File: src/rtl/mantle_concat_stream.sv
// Frame concatenator: drains N ready/valid packet streams in channel order
// (0..N-1) into a single registered output stream, one packet per channel per frame.
module mantle_concat_stream #(
  parameter  int WIDTH = 32,
  parameter  int N     = 3,
  parameter  int CNT_W = 8,
  localparam int SEL_W = (N > 1) ? $clog2(N) : 1
) (
  input  logic               clk,
  input  logic               reset,
  input  logic [N*WIDTH-1:0] in_data,
  input  logic [N-1:0]       in_valid,
  input  logic [N-1:0]       in_last,
  output logic [N-1:0]       in_ready,
  output logic [WIDTH-1:0]   out_data,
  output logic               out_valid,
  output logic               out_last,
  input  logic               out_ready,
  output logic [SEL_W-1:0]   out_chan,
  output logic [CNT_W-1:0]   word_cnt,
  output logic               frame_done
);

  function automatic logic [CNT_W-1:0] sat_inc(input logic [CNT_W-1:0] v);
    return (&v) ? v : v + 1'b1;
  endfunction

  logic [SEL_W-1:0] sel_q, sel_d;
  logic [WIDTH-1:0] data_q;
  logic [SEL_W-1:0] chan_q;
  logic             vld_q;
  logic             last_q;
  logic [CNT_W-1:0] cnt_q, cnt_d, cnt_inc;
  logic             done_q;

  logic             load_en;
  logic             accept;
  logic             xfer;
  logic             sel_last;
  logic             at_end;
  logic [WIDTH-1:0] sel_word;

  // The output register may take a new word whenever it is empty or being drained.
  assign load_en  = !vld_q || out_ready;
  assign accept   = !reset && load_en && in_valid[sel_q];
  assign xfer     = vld_q && out_ready;
  assign sel_last = in_last[sel_q];
  assign at_end   = (sel_q == SEL_W'(N - 1));
  assign sel_word = in_data[sel_q*WIDTH +: WIDTH];
  assign cnt_inc  = sat_inc(cnt_q);

  // Channel selector: state register
  always_ff @(posedge clk) begin
    if (reset) begin
      sel_q <= '0;
    end else begin
      sel_q <= sel_d;
    end
  end

  // Channel selector: next state
  always_comb begin
    sel_d = sel_q;
    if (accept && sel_last) begin
      sel_d = at_end ? '0 : sel_q + 1'b1;
    end
  end

  // Channel selector: outputs
  always_comb begin
    in_ready = '0;
    if (!reset && load_en) begin
      in_ready[sel_q] = 1'b1;
    end
  end

  // Output register stage: a same-cycle accept overwrites the departing word
  always_ff @(posedge clk) begin
    if (reset) begin
      vld_q  <= 1'b0;
      last_q <= 1'b0;
      data_q <= '0;
      chan_q <= '0;
    end else if (accept) begin
      vld_q  <= 1'b1;
      last_q <= sel_last && at_end;
      data_q <= sel_word;
      chan_q <= sel_q;
    end else if (xfer) begin
      vld_q  <= 1'b0;
      last_q <= 1'b0;
    end
  end

  always_comb begin
    cnt_d = cnt_q;
    if (xfer) begin
      cnt_d = last_q ? '0 : cnt_inc;
    end
  end

  // Frame bookkeeping stage
  always_ff @(posedge clk) begin
    if (reset) begin
      cnt_q  <= '0;
      done_q <= 1'b0;
    end else begin
      cnt_q  <= cnt_d;
      done_q <= xfer && last_q;
    end
  end

  assign out_data   = data_q;
  assign out_valid  = vld_q;
  assign out_last   = last_q;
  assign out_chan   = chan_q;
  // The visible count already includes a word that is transferring this cycle.
  assign word_cnt   = reset ? '0 : (xfer ? cnt_inc : cnt_q);
  assign frame_done = done_q && !reset;

endmodule

File: config.mk
export PLATFORM = sky130hd
export DESIGN_NAME = mantle_concat_stream
export DESIGN_NICKNAME = d
export VERILOG_FILES = /design/src/rtl/mantle_concat_stream.sv
export SDC_FILE = /design/constraint.sdc
export NUM_CORES = 1
export LEC_CHECK = 0
export CORE_MARGIN = 3
export CORE_UTILIZATION = 50
export CTS_CLUSTER_DIAMETER = 60
export DETAILED_ROUTE_END_ITERATION = 12
export DONT_BUFFER_PORTS = 1
export PLACE_DENSITY_LB_ADDON = 0.2
export SYNTH_ARGS = -nofsm -noshare
export SYNTH_HDL_FRONTEND = slang
export SYNTH_SLANG_ARGS = --single-unit
File: constraint.sdc
create_clock -name clk -period 3.1 [get_ports clk]
set_input_delay 0.62 -clock clk [delete_from_list [all_inputs] [get_ports clk]]
set_output_delay 0.62 -clock clk [all_outputs]
set_load 0.03 [all_outputs]
# Word-level counts from Yosys, hierarchy flattened
# Index checks and enable logic that the tools add are counted.
# totals
elab_cells	41
input_bits	105
ff_bits	47
# classes
n_reduce_logical	13
shift	1
n_mux	15
magnitude_cmp	2
n_eq_ne	1
addsub	2
# ops
cell	count
$shiftx 96x8->32	1
$mux 8	4
$add 8x1->8 const B	1
$logic_and 1x1->1	8
$reduce_and 8->1	1
$mux 1	6
$bmux 1 s2	2
$lt 2x3->1 const B	1
$mux 3	1
$add 2x1->2 const B	1
$demux 1 s2	1
$eq 2x2->1 const B	1
$ge 2x1->1 const B	1
$logic_not 1->1	2
$mux 2	1
$reduce_bool 2->1	1
$logic_or 1x1->1	1

# Longest topological paths before layout
# Gate-level depths: netlist (run 1).
# logic_depth
ltp_word	5
ltp_mapped	7
mapped_depth_nobuf	5

# Worst setup path after synthesis (run 1)
# No wires, ideal clock.
# synth_timing
path_kind	input to output
startpoint	input reset
endpoint	output in_ready[0]
n_path_buf	1
cell_stages	3
t_arrival_ns	1.734
slack_ns	0.746
cell_sequence	buf_2 > or2_2 > nor3_1
# synth_via
elab_chain_cells	3
# synth_rtl
element	line_no	rtl
from (decl)	10	input logic reset,
$logic_not 1->1	72	if (!reset && load_en) begin
$logic_and 1x1->1	72	
$mux 3	72	
to (decl)	14	output logic [N-1:0] in_ready,
# No other way between the ends.

# Final worst setup path (run 1)
# layout_timing
startpoint	register vld_q (netlist: out_valid)
endpoint	output word_cnt[0]
# layout_via
elab_chain_cells	3
# layout_rtl
element	line_no	rtl
from (decl)	31	logic vld_q;
from (signal assigned)	80	vld_q <= 1'b0;
from (signal assigned)	85	vld_q <= 1'b1;
from (signal assigned)	90	vld_q <= 1'b0;
$logic_and 1x1->1	46	assign xfer = vld_q && out_ready;
$mux 8 (2 in a row)	118	assign word_cnt = reset ? '0 : (xfer ? cnt_inc : cnt_q);
to (decl)	20	output logic [CNT_W-1:0] word_cnt,
# No other way between the ends.

==> results of run 1 <==
worst register-to-register path: cells and delay by family (launching register included):
| kind | cells | cell delay (ps) |
|---|---|---|
| compound gates | 2 | 350 |
| flops | 1 | 780 |
| buf+inv | 2 | 700 |
| simple gates | 1 | 260 |
power groups by stage:
stage	clock network (mW)	registers (mW)	logic [mW]
5_1_grt	0.566	0.756	0.265
6_report	0.528	0.751	0.235
4_1_cts	0.543	0.752	0.238
3_3_place_gp	0	0.765	0.231
2_1_floorplan	0	0.750	0.233
3_5_place_dp	0	0.766	0.238
worst max-delay path by stage:
stage	startpoint	to	slack, ps	cells past startpoint
2_1_floorplan	reset	in_ready[0]	750	3
3_3_place_gp	out_valid	word_cnt[0]	700	4
3_5_place_dp	out_valid	word_cnt[0]	690	4
4_1_cts	out_valid	word_cnt[0]	360	4
5_1_grt	out_valid	word_cnt[0]	150	4
6_report	out_valid	word_cnt[0]	380	4
layout make-up:
class	count	area, um^2	share of cell area, %
clock buffers	6	72.57	2.412
flip-flops and latches	47	942.2	31.31
well taps	72	90.09	2.994
repair buffers	9	67.56	2.245
inverters	4	15.01	0.4990
multi-input cells	247	1762	58.54
clock inverters	2	60.06	1.996
flip-flops by register name, indices dropped and copies added, names as in the netlist:
| register | flops |
|---|---|
| cnt_q | 8 |
| sel_q | 2 |
| out_last | 1 |
| out_data | 32 |
| out_chan | 2 |
| done_q | 1 |
| out_valid | 1 |
routing by layer:
metal / track usage (%) / wire length [um] / vias to the layer above
met5: 0 / 0 / -
met4: 5.150 / 55 / 0
met3: 6.291 / 722 / 6
met2: 36.94 / 3374 / 104
met1: 25.15 / 3063 / 1127
li1: - / - / 1175
cells in the final DEF (no fill, tap or decap), types with 2 or more instances in the layout:
cell / instances
a211oi_1: 6
a211oi_2: 29
a21o_1: 2
a21oi_1: 58
a21oi_2: 10
a41o_1: 2
and3_1: 5
buf_4: 9
bufinv_16: 2
clkbuf_8: 5
dfxtp_1: 46
inv_1: 2
inv_2: 2
mux2i_1: 36
nand2_1: 8
nand3_1: 10
nand4_1: 2
nor2_1: 42
nor3_1: 7
o21ai_1: 2
xor2_1: 4
per-stage QoR:
step / hold slack, ps / power [mW]
after floorplan: 490.2 / 0.9832
after global placement: 506.9 / 0.9966
after detailed placement: 518.7 / 1.003
after CTS: 359.3 / 1.532
after global routing: 350.5 / 1.587
final: 378.3 / 1.514
cell families after synthesis:
group	count (synthesis)
simple gates	86
xor+xnor	4
fa+ha+maj	1
mux	36
buf+inv	37
compound gates	120
flops	47
==> results.tsv, run 1 <==
metric	value	unit
synth_top_area_share	32.39	%
num_io_pins	153	
p_clk_share	34.9	%
outcome	finished, final reports clean	
drive_above_1_share	20.63	%
slew_viol_final	0	
synthMuxAreaShare	12.40	%
power.internal	1.063	mW
core_area	5574	um^2
swShare	29.74	%
reg2reg_slack	920	ps
chipHeight	82.23	um
grt_usage	21.11	%
drt_pre_antenna_iters	4	
cp_slowest_cell	dfxtp_1	
reg2reg_to	out_data[28]	
vias	2412	
setup_tns	0	ps
worst_slack	380.2	ps
syn_area	2905	um^2
drt_iter0_markers	88	
drc	0	
min-delay-start	reset	
hold_class	in -> reg	
place_inst	379	
num_rows	27	
fin_crit_sh	87.74	%
grt_pass1_vias	2286	
fillCellCount	529	
die_w	82.23	um
synth_simple_gate_area_share	14.34	%
worstSkewPairLatency	300	ps
synth_top_family_by_area	compound AO/OA/AOI/OAI gates	
end_kind	output pin	
drv_cap	0	
crit_required	2480	ps
clockBufferDepth	2	
synth_ff_type	dfxtp_1	
dp_worst_setup_slack	688.1	ps
setup_viol	0	
port_buffers	0	
dpl_cell_area	2877	um^2
synth.distinct_cells	44	
hold_depth	1	
yosysSeqAreaShare	32.39	%
cpLargestDelayFamily	simple AND/OR/NAND/NOR gates	
cts.sinks	47	
vias_per_cell	6.233	
ant_nets	0	
clk_pin_slew	90	ps
crit_path_cell_trace	and2_1, o21ai_1, xor2_1, nor2_1	
synthAdderAreaFrac	0.4307	%
synth_edf_count	0	
synth_commonest_cells	a21oi_1 (58), dfxtp_1 (47), nor2_1 (43)	
finalHoldViolations	0	
critPathMaxStageDelay	570	ps
relSlewSlack	53.38	%
r2r-start	sel_q[1]	
final_cells	387	
synth_xor_area_share	1.206	%
wl_per_cell	18.64	um
cts_tree	done	
crit_path_max_fanout	11	
die_area	6761	um^2
h-tree-depth	2	
ys_ff_latch	47	
synth_compound_area_share	31.57	%
synthArstFlopShare	0	%
synthCells	331	
cts_root_buf	clkbuf_8	
cts_setup_buffers	0	
yosys_warnings	0	
rsz0062_at_grt	no	
p_seq_share	49.6	%
initial_utilization	52.12	%
num_antenna_cells	0	
final_area	3009	um^2
syn-mean-instance-area	8.777	um^2
dpl.hpwl	4941	um
fin_crit	2720	ps
syn_nets	437	
ctsHoldBuffers	0	
antenna_found_initial	0	
p_sw	450.1	uW
cp.arrival	2100	ps
whs_endpoint	out_data[31]	
p_leak	0.9947	nW
start_kind	flop	
cp_num_buf_inv	0	
cts_buffers	5	
worst_pin_slew	698.3	ps
yosysTopAreaCell	dfxtp_1	
r2r_cells	5	
cts_resized	0	
gp_congestion	0.8616	
grt_max_degree	55	
p_per_area	503.0	nW/um^2
grt_pass1_wl	11100	um
yosysMostFrequentCell	a21oi_1	
ir_worst_vdd	229.4	uV
overflow	0	
fin_skew	10.27	ps
final_nets	420	
combPwrFrac	15.5	%
critical_path_class	reg -> out	
area_growth	3.575	%
synth_area_leaders	dfxtp_1 (32%), a211oi_2 (12%), mux2i_1 (12%)	
fmax	367.7	MHz
fin_util	53.98	%
totalWireLength	7214	um
No activity file was read; power rests on OpenSTA's default activity.
==> run 2, diff against run 1 <==
--- a/config.mk
+++ b/config.mk
@@ -10,7 +10,9 @@
 export CTS_CLUSTER_DIAMETER = 60
 export DETAILED_ROUTE_END_ITERATION = 12
 export DONT_BUFFER_PORTS = 1
+export MAX_ROUTING_LAYER = met4
 export PLACE_DENSITY_LB_ADDON = 0.2
+export RECOVER_POWER = 50
 export SYNTH_ARGS = -nofsm -noshare
 export SYNTH_HDL_FRONTEND = slang
 export SYNTH_SLANG_ARGS = --single-unit
==> run 2 against run 1 <==
- largest cell class unchanged
- clock power decreased by 30%
- routed wire length is 2.8% lower
- largest power group unchanged
- critical path depth unchanged
==> results.tsv, run 2 (synthesis results as in run 1) <==
metric	value	unit	change
hold_class	in -> reg		
cp.arrival	2120	ps	+20 ps
fin_skew	6.342	ps	-3.924 ps
slew_viol_final	0		unchanged
cts.sinks	47		unchanged
drt_iter0_markers	43		-51%
fillCellCount	528		-0.19%
start_kind	flop		
ant_nets	0		unchanged
power.internal	918.0	uW	-14%
h-tree-depth	2		unchanged
critical_path_class	reg -> out		
num_antenna_cells	0		unchanged
overflow	0		unchanged
chipHeight	82.23	um	unchanged
critPathMaxStageDelay	580	ps	about the same
outcome	finished, final reports clean		
layout_common_cells	a21oi_1 (58), dfxtp_1 (47), nor2_1 (42)		
drive_above_1_share	20.89	%	+0.25 points
cts_setup_buffers	0		unchanged
gr-usage-met3	4.989	%	-1.3 points
fin_crit	2740	ps	+19.93 ps
r2r-start	sel_q[0]		
gp_congestion	0.8338		-3.2%
num_rows	27		unchanged
ir_worst_vdd	203.8	uV	-11%
drv_cap	0		unchanged
p_per_area	455.1	nW/um^2	-9.5%
min-delay-start	reset		
relSlewSlack	41.91	%	-11 points
die_area	6761	um^2	unchanged
area_growth	2.498	%	
initial_utilization	52.12	%	unchanged
globalRouteMet1Util	25.62	%	+0.47 points
final_cells	388		+0.26%
r2r_cells	5		unchanged
reg2reg_to	out_data[25]		
gr-max-usage-layer	met2		
core_area	5574	um^2	unchanged
vias	2341		-2.9%
use_met2	34.86	%	-2.1 points
whs_endpoint	out_data[31]		
clk_pin_slew	90	ps	about the same
grt_max_degree	55		unchanged
ctsHoldBuffers	0		unchanged
num_io_pins	153		unchanged
crit_required	2480	ps	about the same
die_w	82.23	um	unchanged
cts_tree	done		
rsz0062_at_grt	no		
worstSkewPairLatency	290	ps	about the same
drc	0		unchanged
grt_usage	21.02	%	-0.086 points
seq_area	940.9	um^2	-0.13%
dpl.hpwl	4963	um	+0.45%
crit_path_max_fanout	11		unchanged
cts_root_buf	clkbuf_8		
fmax	365.0	MHz	-0.73%
finalHoldViolations	0		unchanged
vias_per_cell	6.034		-3.2%
p_clk_share	27.3	%	-7.6 points
drt_pre_antenna_iters	4		unchanged
final_nets	422		+0.48%
p_leak	0.9865	nW	-0.82%
crit_path_cell_trace	and2_1, o21ai_1, xor2_1, nor2_1		
fin_crit_sh	88.38	%	+0.64 points
largest_reg_flops	32		unchanged
clockBufferDepth	2		unchanged
totalWireLength	7015	um	-2.8%
setup_tns	0	ps	unchanged
grt_pass1_vias	2115		-7.5%
hold_depth	1		unchanged
setup_viol	0		unchanged
p_seq_share	55.4	%	+5.8 points
antenna_found_initial	0		unchanged
combPwrFrac	17.4	%	+1.9 points
cts_resized	0		unchanged
worst_pin_slew	870.1	ps	+171.8 ps
p_sw	437.2	uW	-2.9%
port_buffers	0		unchanged
end_kind	output pin		
swShare	32.26	%	+2.5 points
grt_pass1_wl	10630	um	-4.2%
wl_per_cell	18.08	um	-3.0%
cp_slowest_cell	dfxtp_1		
multi_input_area	1762	um^2	unchanged
final_common_cell	a21oi_1		
place_inst	381		+0.53%
reg2reg_slack	540	ps	-380 ps
cts_buffers	5		unchanged
[run 2: changes by cell type in the layout (fill, tap and decap cells not counted)]
cell and change:
dfxtp_1 +1, clkbuf_1 -1, bufinv_16 -2, clkinv_2 +1, buf_4 +2, clkbuf_8 +1
dfxtp_2 -1
[run 2: area by class of cell]
cell class,count,area share [%]
clock buffers,6,2.773
repair buffers,11,2.773
flip-flops and latches,47,31.60
inverters,4,0.5042
clock inverters,1,0.1681
well taps,72,3.025
multi-input cells,247,59.16
[run 2: worst max path at each step]
stage	from	slack (ps)	cells after the start	end
after floorplan	reset	750	3	in_ready[0]
after global placement	out_valid	690	4	word_cnt[0]
after detailed placement	out_valid	670	4	word_cnt[0]
after CTS	out_valid	340	4	word_cnt[0]
after global routing	out_valid	140	4	word_cnt[0]
final	out_valid	360	4	word_cnt[0]
[run 2: worst max-delay path, delay by kind of cell (launching register included)]
| kind | cells | cell delay [ps] |
|---|---|---|
| simple gates | 2 | 850 |
| flops | 1 | 580 |
| compound gates | 1 | 200 |
| xor+xnor | 1 | 190 |
[run 2: power groups by stage]
stage               sequential, mW  clock [mW]  combinational (mW)
finish                       0.750       0.369               0.236
global route                 0.756       0.420               0.265
floorplan                    0.750           0               0.233
CTS                          0.751       0.389               0.239
detailed placement           0.766           0               0.239
global placement             0.765           0               0.232
[run 2: through the flow]
step | power (mW) | util [%] | cell area, um^2 | worst slack (ps) | hold WS (ps)
global route | 1.441 | 53.42 | 2978 | 143.7 | 353.8
detailed placement | 1.004 | 51.87 | 2892 | 673.6 | 522.5
finish | 1.355 | 53.42 | 2978 | 360.3 | 379.5
CTS | 1.379 | 53.45 | 2979 | 339.9 | 363.1
floorplan | 0.9832 | - | 2905 | 746.0 | 490.2
global placement | 0.9975 | 51.87 | 2892 | 693.1 | 506.8
[run 2: metal layers]
metal | routed length, um | part of all wire, %
met1 | 3030 | 43
met2 | 3316 | 47
met3 | 600 | 8.6
met4 | 67 | 0.96
met5 | 0 | 0
